### config.mk
export PLATFORM = sky130hd
export DESIGN_NAME = multicycle_ctrl
export DESIGN_NICKNAME = d
export VERILOG_FILES = /design/src/rtl/multicycle_ctrl.sv
export SDC_FILE = /design/constraint.sdc
export NUM_CORES = 1
export LEC_CHECK = 0
export BUFFER_PORTS_ARGS = -buffer_cell sky130_fd_sc_hd__buf_2
export CORE_ASPECT_RATIO = 1.4
export CORE_UTILIZATION = 28
export DETAILED_ROUTE_END_ITERATION = 7
export PLACE_DENSITY = 0.46
export SLEW_MARGIN = 10
export SYNTH_ARGS = -nofsm -noshare
export SYNTH_HDL_FRONTEND = slang
export SYNTH_SLANG_ARGS = --single-unit
### constraint.sdc
create_clock -name clk -period 2.3 [get_ports clk]
set_clock_uncertainty 0.1 [all_clocks]
set_input_delay 0.345 -clock clk [delete_from_list [all_inputs] [get_ports clk]]
set_output_delay 0.345 -clock clk [all_outputs]
set_load 0.01 [all_outputs]
### src/rtl/multicycle_ctrl.sv
// multicycle_ctrl: phase sequencer for the multi-cycle MIPS datapath with retired counter and illegal-opcode flag
module multicycle_ctrl (
  input  logic        clk,
  input  logic        reset,
  input  logic [5:0]  opcode,
  input  logic [5:0]  funct,
  input  logic        zero,
  input  logic        mem_ready,
  output logic [2:0]  state,
  output logic        irwe,
  output logic        pcwe,
  output logic        rfwe,
  output logic        dmwe,
  output logic [1:0]  npcop,
  output logic [1:0]  wrsel,
  output logic [1:0]  wdsel,
  output logic [1:0]  extop,
  output logic        asel,
  output logic        bsel,
  output logic [4:0]  aluop,
  output logic [1:0]  dmtype,
  output logic [31:0] retired,
  output logic        bad_instr
);
  typedef enum logic [2:0] {FETCH, DECODE, EXEC, MEM, WB} state_t;
  state_t st, nxt;
  logic is_r, is_addu, is_subu, is_sll, is_jr, is_ori, is_lui, is_lw, is_sw, is_beq, is_j, is_jal;
  logic is_bad, in_instr, short_path;
  logic unused_zero;
  // beq resolution happens in the NPC unit, so zero only feeds the datapath
  assign unused_zero = zero;
  assign is_r = opcode == 6'h00;
  assign is_addu = is_r && funct == 6'h21;
  assign is_subu = is_r && funct == 6'h23;
  assign is_sll = is_r && funct == 6'h00;
  assign is_jr = is_r && funct == 6'h08;
  assign is_ori = opcode == 6'h0d;
  assign is_lui = opcode == 6'h0f;
  assign is_lw = opcode == 6'h23;
  assign is_sw = opcode == 6'h2b;
  assign is_beq = opcode == 6'h04;
  assign is_j = opcode == 6'h02;
  assign is_jal = opcode == 6'h03;
  assign is_bad = !(is_addu || is_subu || is_sll || is_jr || is_ori || is_lui ||
                    is_lw || is_sw || is_beq || is_j || is_jal);
  assign short_path = is_j || is_jal || is_jr || is_bad;
  assign in_instr = st != FETCH;
  assign state = st;
  always_comb begin
    nxt = FETCH;
    case (st)
      FETCH:   nxt = DECODE;
      DECODE:  nxt = short_path ? FETCH : EXEC;
      EXEC:    nxt = is_beq ? FETCH : (is_lw || is_sw) ? MEM : WB;
      MEM:     nxt = !mem_ready ? MEM : is_lw ? WB : FETCH;
      default: nxt = FETCH;
    endcase
  end
  // Enables are gated by reset so a mid-instruction reset never leaves a partial write
  always_comb begin
    irwe = reset && st == FETCH;
    pcwe = reset && ((st == DECODE && short_path) || (st == EXEC && is_beq) ||
                     (st == MEM && is_sw && mem_ready) || st == WB);
    rfwe = reset && ((st == DECODE && is_jal) || st == WB);
    dmwe = reset && st == MEM && is_sw;
    npcop = !in_instr ? 2'd0 : (is_j || is_jal) ? 2'd2 : is_jr ? 2'd3 : is_beq ? 2'd1 : 2'd0;
    wrsel = !in_instr ? 2'd0 : is_jal ? 2'd2 : (is_addu || is_subu || is_sll) ? 2'd1 : 2'd0;
    wdsel = !in_instr ? 2'd0 : is_jal ? 2'd2 : is_lw ? 2'd1 : 2'd0;
    extop = !in_instr ? 2'd0 : is_sll ? 2'd3 : is_lui ? 2'd2 : (is_lw || is_sw) ? 2'd1 : 2'd0;
    asel = in_instr && is_sll;
    bsel = in_instr && (is_ori || is_lui || is_lw || is_sw);
    aluop = !in_instr ? 5'd0 : (is_subu || is_beq) ? 5'd1 : (is_ori || is_lui) ? 5'd2 :
            is_sll ? 5'd3 : 5'd0;
    dmtype = 2'd0;
  end
  always_ff @(posedge clk) begin
    if (!reset) begin
      st <= FETCH;
      retired <= '0;
      bad_instr <= 1'b0;
    end else begin
      st <= nxt;
      if (pcwe) retired <= retired + 32'd1;
      if (st == DECODE && is_bad) bad_instr <= 1'b1;
    end
  end
endmodule

### Yosys cells after proc, flatten, opt, wreduce, memory -nomap -nowiden

Cells that the tools add are included.

| cells by class | value |
|---|---|
| $add $sub $neg | 1 |
| $mul | 0 |
| divide/modulo/power cells | 0 |
| magnitude comparators | 0 |
| equal/unequal tests | 14 |
| shifts and indexed selects | 0 |
| mux-type cells | 24 |
| bitwise gates (word level) | 0 |
| reduce and logical (&&, ||, !) cells | 44 |

Operators with widths:

| cell | count |
|---|---|
| 32-bit by 1-bit adder with 32-bit output (second input constant) | 1 |
| 2-bit two-way mux | 15 |
| 6-bit == test (second input constant) | 4 |
| 1-bit logical OR | 22 |
| 6-bit by 4-bit == test with 1-bit output (second input constant) | 3 |
| 1-bit logical AND | 17 |
| 6-bit by 2-bit == test with 1-bit output (second input constant) | 2 |
| 6-bit zero test | 2 |
| 3-bit two-way mux | 4 |
| 3-bit case mux with 4 select lines | 1 |
| 3-bit by 2-bit == test with 1-bit output (second input constant) | 2 |
| 6-bit by 3-bit == test with 1-bit output (second input constant) | 1 |
| 1-bit two-way mux | 4 |
| 3-bit by 1-bit == test with 1-bit output (second input constant) | 1 |
| 3-bit == test (second input constant) | 1 |
| 3-bit zero test | 1 |
| 3-bit nonzero test | 1 |
| 1-bit zero test | 1 |

| word-level totals | value |
|---|---|
| bits in registers | 36 |
| latch bits | 0 |
| RAM bits | 0 |
| memory bits (read-only) | 0 |
| input bits | 16 |
| output and inout bits | 57 |
| logic and storage cells | 86 |
| memories | 0 |

### Logic depth before layout (Yosys ltp)

Gate-level depths: netlist of run 1.

| logic depth | value |
|---|---|
| depth after elaboration | 19 |
| mapped depth | 7 |
| mapped depth without buffers | 6 |

### Worst setup path before layout of run 1

No wires, ideal clock.

| path | value |
|---|---|
| path kind | input to output |
| from | input opcode[3] |
| to | output pcwe |
| arrival time | 1.748 ns |
| required time | 1.855 ns |
| setup slack | 0.107 ns |
| stages on the path | 6 |
| buffers on the path | 1 |
| cell sequence | buf_2 > or4b_1 > o211a_4 > o211ai_4 > and2_1 > nor2b_1 |

| on the way | value |
|---|---|
| longest elaborated chain between the ends | 19 |
| elaborated cells on any way between the ends | 34 |
| classes of those cells | 7 x eq/ne; 27 x reduce/logical |

RTL lines:

| item | line | text |
|---|---|---|
| start: declaration | 5 | `input logic [5:0] opcode,` |
| 6-bit zero test | 32 | `assign is_r = opcode == 6'h00;` |
| 1-bit logical AND (on tied branches) | 33, 34 |  |
| 1-bit logical OR (6 in series) | 44 | `assign is_bad = !(is_addu \|\| is_subu \|\| is_sll \|\| is_jr \|\| is_ori \|\| is_lui \|\|` |
| 1-bit logical OR (4 in series) | 45 | `is_lw \|\| is_sw \|\| is_beq \|\| is_j \|\| is_jal);` |
| 1-bit zero test | 44 |  |
| 1-bit logical OR | 46 | `assign short_path = is_j \|\| is_jal \|\| is_jr \|\| is_bad;` |
| 1-bit logical AND | 62 | `pcwe = reset && ((st == DECODE && short_path) \|\| (st == EXEC && is_beq) \|\|` |
| 1-bit logical OR | 62 |  |
| 1-bit logical OR * | 62 |  |
| 1-bit logical OR * | 63 | `(st == MEM && is_sw && mem_ready) \|\| st == WB);` |
| 1-bit logical AND * | 62 |  |
| end: declaration | 11 | `output logic pcwe,` |

Every way passes the cells marked *; elsewhere a longest branch is shown, timed or not.

### Worst setup path after layout of run 1

| path | value |
|---|---|
| from | input opcode[0] |
| to | output pcwe |

The elaborated chain is that of the path after synthesis.

==> metrics.md, run 1 <==
| Metric | Value |
|---|---|
| Critical path class | primary input to output port |
| Post-route setup slack | 0.0527 ns |
| Register area share after synthesis | 27.2% |
| Final instance area | roughly 3400 um^2 |
| DR WL met3 | 324 um |
| TritonRoute pass-1 iters | 6 |
| Number of synthesized flops with an enable pin | 0 |
| Vias per Instance | a little over 5 |
| Slew Limit Fails | 0 |
| Unique masters post-synth | 53 |
| Clock root cell | clkbuf_16 |
| Gate Count Post-Synth | 334 |
| CTS tree | yes |
| Total power after layout | 1540 uW |
| Critical-path cell list | buf_2, or4b_4, o211a_4, o211ai_4, and2_4, nor2b_1, buf_2 |
| Port Buffers | 66 |
| H-Tree Depth | 2 |
| Avg WL per Cell | 14.3 um |
| Setup TNS Final | 0 ns |
| Clock tree buffer depth | 2 |
| Post-synthesis register bit count | 36 |
| # IOs | 73 |
| Placer congestion estimate | 0.776 |
| Initial DRC count | around 110 |
| CP max FO | 5 |
| Setup-failing EPs final | 0 |
| Drt drc | 18 |
| Post-place setup slack | -0.0764 ns |
| CTS clk-pin slew, worst paths | 0.05 ns |
| Element type at the critical path end | output port |
| CP max-delay cell | or4b_4 |
| Worst-Skew Late Latency | 0.28 ns |
| Period Utilization, post-route | a little over nine tenths |
| Antenna Nets Post-Route | 0 |
| Pwr/cell area | 446 nW/um^2 |
| Largest net degree at the start of global routing | 43 |
| Total GRT Usage | 16.1% |
| Die Y | around 120 um |
| GR Overflow Total | 0 |
| Hold WC Path Type | primary input to register |
| Area Overhead vs Synth | 30.3% |
| Post-synth top flop | dfxtp_1 |
| Synthesized area | 2650 um^2 |
| Drt total wl | 7580 um |
| Max IR drop VDD | 0.230 mV |
| Antenna violations before repair | 0 |
| Max incr delay on CP | approximately 0.55 ns |
| Vias in the first global route | 2570 |
| Layout cells sized above 1 | 31.1% |
| Filler instances | 981 |
| Die area | around 9900 um^2 |
| Syn Area/Cell | 7.93 um^2 |
| Synth Warn # | 0 |
| Top Metal Used | met4 |
| Failing checks | DRC |
| CTS Buf Count | 5 |
| Width of the die | between 80 and 90 um |
| Detailed placer's ending HPWL | 5650 um |
| CORE AREA | 9080 um^2 |
| Placed Area | between 3000 and 4000 um^2 |
| Max-cap violation count | 0 |
| Async set-or-reset flop fraction in the synthesized netlist | 0% |
| Worst Setup Start Kind | primary input |
| First-pass GRT wire length | around 12000 um |
| Antenna cells | 0 |
| CTS Sinks | 36 |
| Starting Density | between 20% and 30% |
| Met1 WL | approximately 3400 um |
| Top cell by count, worst path | buf_2 |
| Delay-heaviest family, CP | simple AND/OR/NAND/NOR gates |
| Nets@finish | ~440 |
| Vias after detailed routing | 2765 |
| Fin. Hold Viols | 0 |
| Worst R2R Setup Slack | 0.22 ns |
| Status | finished, violations left |
| Buf+Inv Stages, Crit Path | 2 |
| Critical path arrival | 1.80 ns |
| Leak | 0.00139 uW |
| Tmin final | 2.25 ns |
| Row Count | 41 |
| WL met2 | roughly 3800 um |
| F_max | around 440 MHz |
| Critical path required time | 1.86 ns |
| RSZ-0062 raised after global routing | no |
==> worst paths after layout <==
| path | startpoint | end | cells after the start |
|---|---|---|---|
| max reg2reg | state[2]$_SDFF_PN0_ | retired[15]$_SDFFE_PN0P_ | 7 |
| max | opcode[0] | pcwe | 7 |
| min | mem_ready | state[2]$_SDFF_PN0_ | 3 |
| min reg2reg | bad_instr$_SDFFE_PN0P_ | bad_instr$_SDFFE_PN0P_ | 2 |
==> sequential cells by signal, indices dropped and copies added (netlist names) <==
register	flops
state	3
retired	32
bad_instr	1
==> metal layers <==
layer | up-vias | track usage, %
li1 | 1401 | -
met1 | 1295 | 18.3
met2 | 63 | 29.8
met3 | 6 | 3.23
met4 | 0 | 5.86
met5 | - | 0
==> synthesized netlist by cell type, types with 3 or more instances <==
| master | count | area (um^2) |
|---|---|---|
| and3_1 | 10 | 62.6 |
| a211oi_1 | 3 | 22.5 |
| and2_1 | 4 | 25.0 |
| o32ai_1 | 6 | 52.6 |
| buf_2 | 9 | 45.0 |
| mux2i_1 | 29 | 290 |
| buf_4 | 6 | 45.0 |
| dfxtp_1 | 36 | 721 |
| nor3_1 | 5 | 25.0 |
| clkbuf_1 | 9 | 33.8 |
| o21ai_0 | 4 | 20.0 |
| nor3b_1 | 3 | 22.5 |
| nand3_1 | 24 | 120 |
| a21oi_1 | 13 | 65.1 |
| nand2_1 | 50 | 188 |
| o22ai_1 | 15 | 93.8 |
| inv_1 | 3 | 11.3 |
| nand4_1 | 17 | 106 |
| nor2b_1 | 3 | 18.8 |
| nand2b_1 | 31 | 194 |
| nor2_1 | 12 | 45.0 |
==> kinds of logic (layout without fill, tap and decap cells) <==
logic type | Yosys count | after routing | synth area share (%)
simple gates | 180 | 180 | 38.8
compound gates | 58 | 58 | 16.5
buf+inv | 29 | 116 | 5.95
fa+ha+maj | 1 | 1 | 0.473
other cells | 1 | 5 | 0.142
mux | 29 | 29 | 11.0
flops | 36 | 36 | 27.2
==> report_power, final <==
part           total (uW)  internal (uW)  switching (uW)
sequential            650            635            14.4
clock                 651            394             258
combinational         238            101             138
total                1540           1130             410
==> what timing repair did <==
action | CTS | global route
buffers inserted | 1 | 1
resized for setup | 2 | 3
hold buffers | 0 | 0
endpoints found under the setup margin | 1 | 4
gates cloned | 0 | 0
pin swaps | 1 | 0
==> tightest hold or removal path, delay by kind of cell <==
family / cells / cell delay (ns)
buffers and inverters: 1 / 0.10
AND/OR/NAND/NOR: 1 / 0.09
AO/OA/AOI/OAI: 1 / 0.08
==> cell type report <==
| cell class | instances | area [um^2] | share of cell area [%] |
|---|---|---|---|
| flip-flops and latches | 36 | 721 | 20.9 |
| multi-input cells | 273 | 1810 | 52.4 |
| clock inverters | 1 | 5.00 | 0.145 |
| well taps | 107 | 134 | 3.88 |
| inverters | 3 | 11.3 | 0.326 |
| repair buffers | 106 | 643 | 18.6 |
| clock buffers | 6 | 129 | 3.74 |
==> cell usage in the layout, fill, tap and decap left out, types with 2 or more instances in the layout <==
cell       count
o2111ai_1      2
o32ai_1        6
nor4_2         3
a31oi_1        2
nand3_1       24
buf_2         66
or3_1          2
and2_1         3
and3_1        10
a21boi_0       2
conb_1         5
dfxtp_1       36
mux2i_1       29
nor3b_2        3
o22ai_1       15
nor3_1         5
clkbuf_16      5
nand2_1       50
a211oi_1       3
nand4b_1       2
nand4_1       17
nor3b_1        2
and4_1         2
nor2b_1        3
nor2_1        12
nand2b_1      31
buf_4         39
nor4_4         2
o21ai_0        4
inv_1          3
a21oi_1       13
==> stage by stage <==
stage          hold slack, ns  utilization, %  cells
6_report                0.269            38.0    532
5_1_grt                 0.304            38.0    532
4_1_cts                 0.266            37.8    531
3_5_place_dp            0.353            36.1    523
3_3_place_gp            0.343            36.1    523
2_1_floorplan           0.379               -    338
Note: power is estimated with default switching activity, not from simulation.
==> inputs of run 2 (changes only) <==
--- a/config.mk
+++ b/config.mk
@@ -5,11 +5,12 @@
 export SDC_FILE = /design/constraint.sdc
 export NUM_CORES = 1
 export LEC_CHECK = 0
+export ABC_AREA = 1
 export BUFFER_PORTS_ARGS = -buffer_cell sky130_fd_sc_hd__buf_2
 export CORE_ASPECT_RATIO = 1.4
 export CORE_UTILIZATION = 28
 export DETAILED_ROUTE_END_ITERATION = 7
-export PLACE_DENSITY = 0.46
+export PLACE_DENSITY = 0.47
 export SLEW_MARGIN = 10
 export SYNTH_ARGS = -nofsm -noshare
 export SYNTH_HDL_FRONTEND = slang
==> run 2 against run 1 <==
Effect of this change: the flow now finishes without violations; register-to-register slack improved by 0.07 ns; via count decreased by 3.4%; largest power group unchanged; worst hold slack got worse by 0.0031 ns; critical endpoint is now retired[24]$_SDFFE_PN0P_.
==> metrics.md, run 2 <==
| Metric | Value |
|---|---|
| Pwr/cell area | 496 nW/um^2 (+11%) |
| Top post-synthesis cells by count | nand2_1 (105), nor2_1 (85), inv_1 (55) |
| Placer congestion estimate | 0.810 (+4.4%) |
| F_max | 497 MHz (+12%) |
| Commonest non-fill, non-tap cell in the layout | nand2_1 |
| Drt drc | 0 (-18) |
| Yosys top cell by area | dfxtp_1 |
| Antenna Nets Post-Route | 0 (unchanged) |
| CTS Buf Count | 5 (unchanged) |
| Leak | 0.00148 uW (+6.8%) |
| Post-synthesis register bit count | 36 (unchanged) |
| Port Buffers | 66 (unchanged) |
| Register area share after synthesis | 29.4% (+2.2 points) |
| Max incr delay on CP | 0.39 ns (-0.16 ns) |
| First-pass GRT wire length | 10600 um (-15%) |
| Row Count | 40 (-2.4%) |
| HP Start | reset |
| Die area | 9140 um^2 (-7.3%) |
| Critical path class | register to register |
| Min-Delay Path Depth | 3 (unchanged) |
| TritonRoute pass-1 iters | 4 (-2) |
| Period Utilization, post-route | 87.4% (-10 points) |
| Critical path required time | 2.38 ns (+0.52 ns) |
| Initial DRC count | 88 (-21%) |
| Post-synth top flop | dfxtp_1 |
| CTS Sinks | 36 (unchanged) |
| Avg WL per Cell | 11.0 um (-23%) |
| Filler instances | 954 (-2.8%) |
| Critical path arrival | 2.09 ns (+0.29 ns) |
| Nets@finish | 497 (+12%) |
| Setup crit start | retired[0]$_SDFFE_PN0P_ |
| Hold WC Path Type | primary input to register |
| Reg2reg end | retired[24]$_SDFFE_PN0P_ |
| Async set-or-reset flop fraction in the synthesized netlist | 0% (unchanged) |
| Most flop-heavy register | retired |
| Setup TNS Final | 0 ns (unchanged) |
| Synth top area cells | dfxtp_1 (29%), nand2_1 (16%), nor2_1 (13%) |
| Worst R2R Start | retired[0]$_SDFFE_PN0P_ |
| Clock root cell | clkbuf_16 |
| Crit path to | retired[24]$_SDFFE_PN0P_ |
| Area Overhead vs Synth | 22.7% |
| Cts repair resizes | 0 (-2) |
| Max IR drop VDD | 0.250 mV (+8.6%) |
| CORE AREA | 8560 um^2 (-5.7%) |
| Worst Setup Start Kind | register |
| Setup Fix Bufs, Post-CTS | 0 (-1) |
| Antenna violations before repair | 0 (unchanged) |
| Number of synthesized flops with an enable pin | 0 (unchanged) |
| CP max-delay cell | dfxtp_1 |
| Status | completed |
| Total GRT Usage | 15.0% (-1.1 points) |
| Vias per Instance | 4.56 (-12%) |
| Vias in the first global route | 2413 (-6.1%) |
| Fin. Hold Viols | 0 (unchanged) |
| Most frequent cells in the layout | nand2_1 (105), nor2_1 (85), buf_2 (66), inv_1 (55), nand3_1 (44) |
| Synthesized area | 2450 um^2 (-7.4%) |
| CP max FO | 4 (-1) |
| Die Y | 113 um (-3.7%) |
| H-Tree Depth | 2 (unchanged) |
| Detailed placer's ending HPWL | 4940 um (-13%) |
| Vias after detailed routing | 2670 (-3.4%) |
| Share of the synthesized area in the top cell type | 29.4% (+2.2 points) |
| Max-cap violation count | 0 (unchanged) |
| RSZ-0062 raised after global routing | no |
| CTS clk-pin slew, worst paths | 0.05 ns (about the same) |
| Worst-Skew Late Latency | 0.28 ns (about the same) |
| Tmin final | 2.01 ns (-0.236 ns) |
| GR Overflow Total | 0 (unchanged) |
| Setup-failing EPs final | 0 (unchanged) |
| Drt total wl | 6470 um (-15%) |
| Largest net degree at the start of global routing | 54 (+26%) |
| Unique masters post-synth | 32 (-40%) |
| Total power after layout | 1490 uW (-3.1%) |
| R2R depth | 12 (+5) |
| Worst R2R Setup Slack | 0.29 ns (+0.07 ns) |
| Starting Density | 28.6% (-0.52 points) |
| Clock tree buffer depth | 2 (unchanged) |
| Gate Count Post-Synth | 413 (+24%) |
| Top-count cell post-synth | nand2_1 |
| Antenna cells | 0 (unchanged) |
| Synth Warn # | 0 (unchanged) |
| Largest register FFs | 32 (unchanged) |
| Width of the die | 81.1 um (-3.7%) |
| Element type at the critical path end | register |
| Critical-path cell list | ha_1, nand2_1, nor2_2, nand2_1, nor2_1, nand2_1, inv_2, nand3_1, nor2_1, nand3_1, nand2_1, nor2_1 |
| # IOs | 73 (unchanged) |
| CTS tree | yes |
| CTS Hold Bufs | 0 (unchanged) |
| Layout cells sized above 1 | 20.8% (-10 points) |
| Top cell by count, worst path | nand2_1 |
| Syn Area/Cell | 5.93 um^2 (-25%) |
| Slew Limit Fails | 0 (unchanged) |
[run 2: changes by cell type after synthesis, sizes merged, moves of 10 or more]
cell | previous run | this run
nor2 | 13 | 92
nand2 | 50 | 112
inv | 3 | 58
nand2b | 31 | 0
mux2i | 29 | 0
nand3 | 24 | 46
o22ai | 15 | 0
a21oi | 13 | 25
and3 | 10 | 0
[run 2: worst max-delay path, delay by kind of cell (launching register included)]
kind                       cells  cell delay (ns)
DFF                            1             0.39
adders and majority gates      1             0.21
buffers and inverters          1             0.07
and+or+nand+nor               10             1.14
[run 2: worst min path at each step]
stage	to	slack (ns)
2_1_floorplan	bad_instr$_SDFFE_PN0P_	0.37
5_1_grt	state[2]$_SDFF_PN0_	0.29
4_1_cts	state[2]$_SDFF_PN0_	0.26
3_5_place_dp	bad_instr$_SDFFE_PN0P_	0.34
6_report	state[2]$_SDFF_PN0_	0.27
3_3_place_gp	bad_instr$_SDFFE_PN0P_	0.34
[run 2: cell type report]
class	instances	area, um^2	area share, %
repair buffers	71	380	12.6
clock buffers	8	146	4.87
well taps	105	131	4.37
flip-flops and latches	36	721	24.0
inverters	59	221	7.36
multi-input cells	307	1410	46.8
[run 2: kinds of logic after synthesis]
logic type               after synthesis  synth area share, %
buffers and inverters                 74                 13.8
XOR/XNOR                               1                0.357
adder cells (fa/ha/maj)                1                0.510
flip-flops                            36                 29.4
other                                  1                0.153
AND/OR/NAND/NOR                      271                 49.4
AO/OA/AOI/OAI                         29                 6.38
[run 2: per-layer routing]
layer | wire length (um) | global-route usage (%) | vias to the layer above
li1 | - | - | 1414
met1 | 2800 | 16.7 | 1190
met2 | 3210 | 26.3 | 56
met3 | 258 | 2.90 | 10
met4 | 201 | 7.74 | 0
met5 | 0 | 0 | -
[run 2: where the power goes]
part           internal (uW)  total (uW)  leakage [uW]  switching (uW)
Combinational           54.3         158       0.00112             104
Clock                    432         692     0.0000712             260
Sequential               632         640      0.000291            8.11
Total                   1120        1490       0.00148             372
[run 2: through the flow]
stage	cells	util, %	worst slack (ns)	hold WS (ns)	area, um^2
after global routing	586	35.1	0.0408	0.289	3010
after floorplan	417	-	0.482	0.374	2470
after CTS	586	35.1	0.248	0.263	3010
final	586	35.1	0.289	0.266	3010
after global placement	578	33.4	0.281	0.338	2860
after detailed placement	578	33.4	0.260	0.340	2860
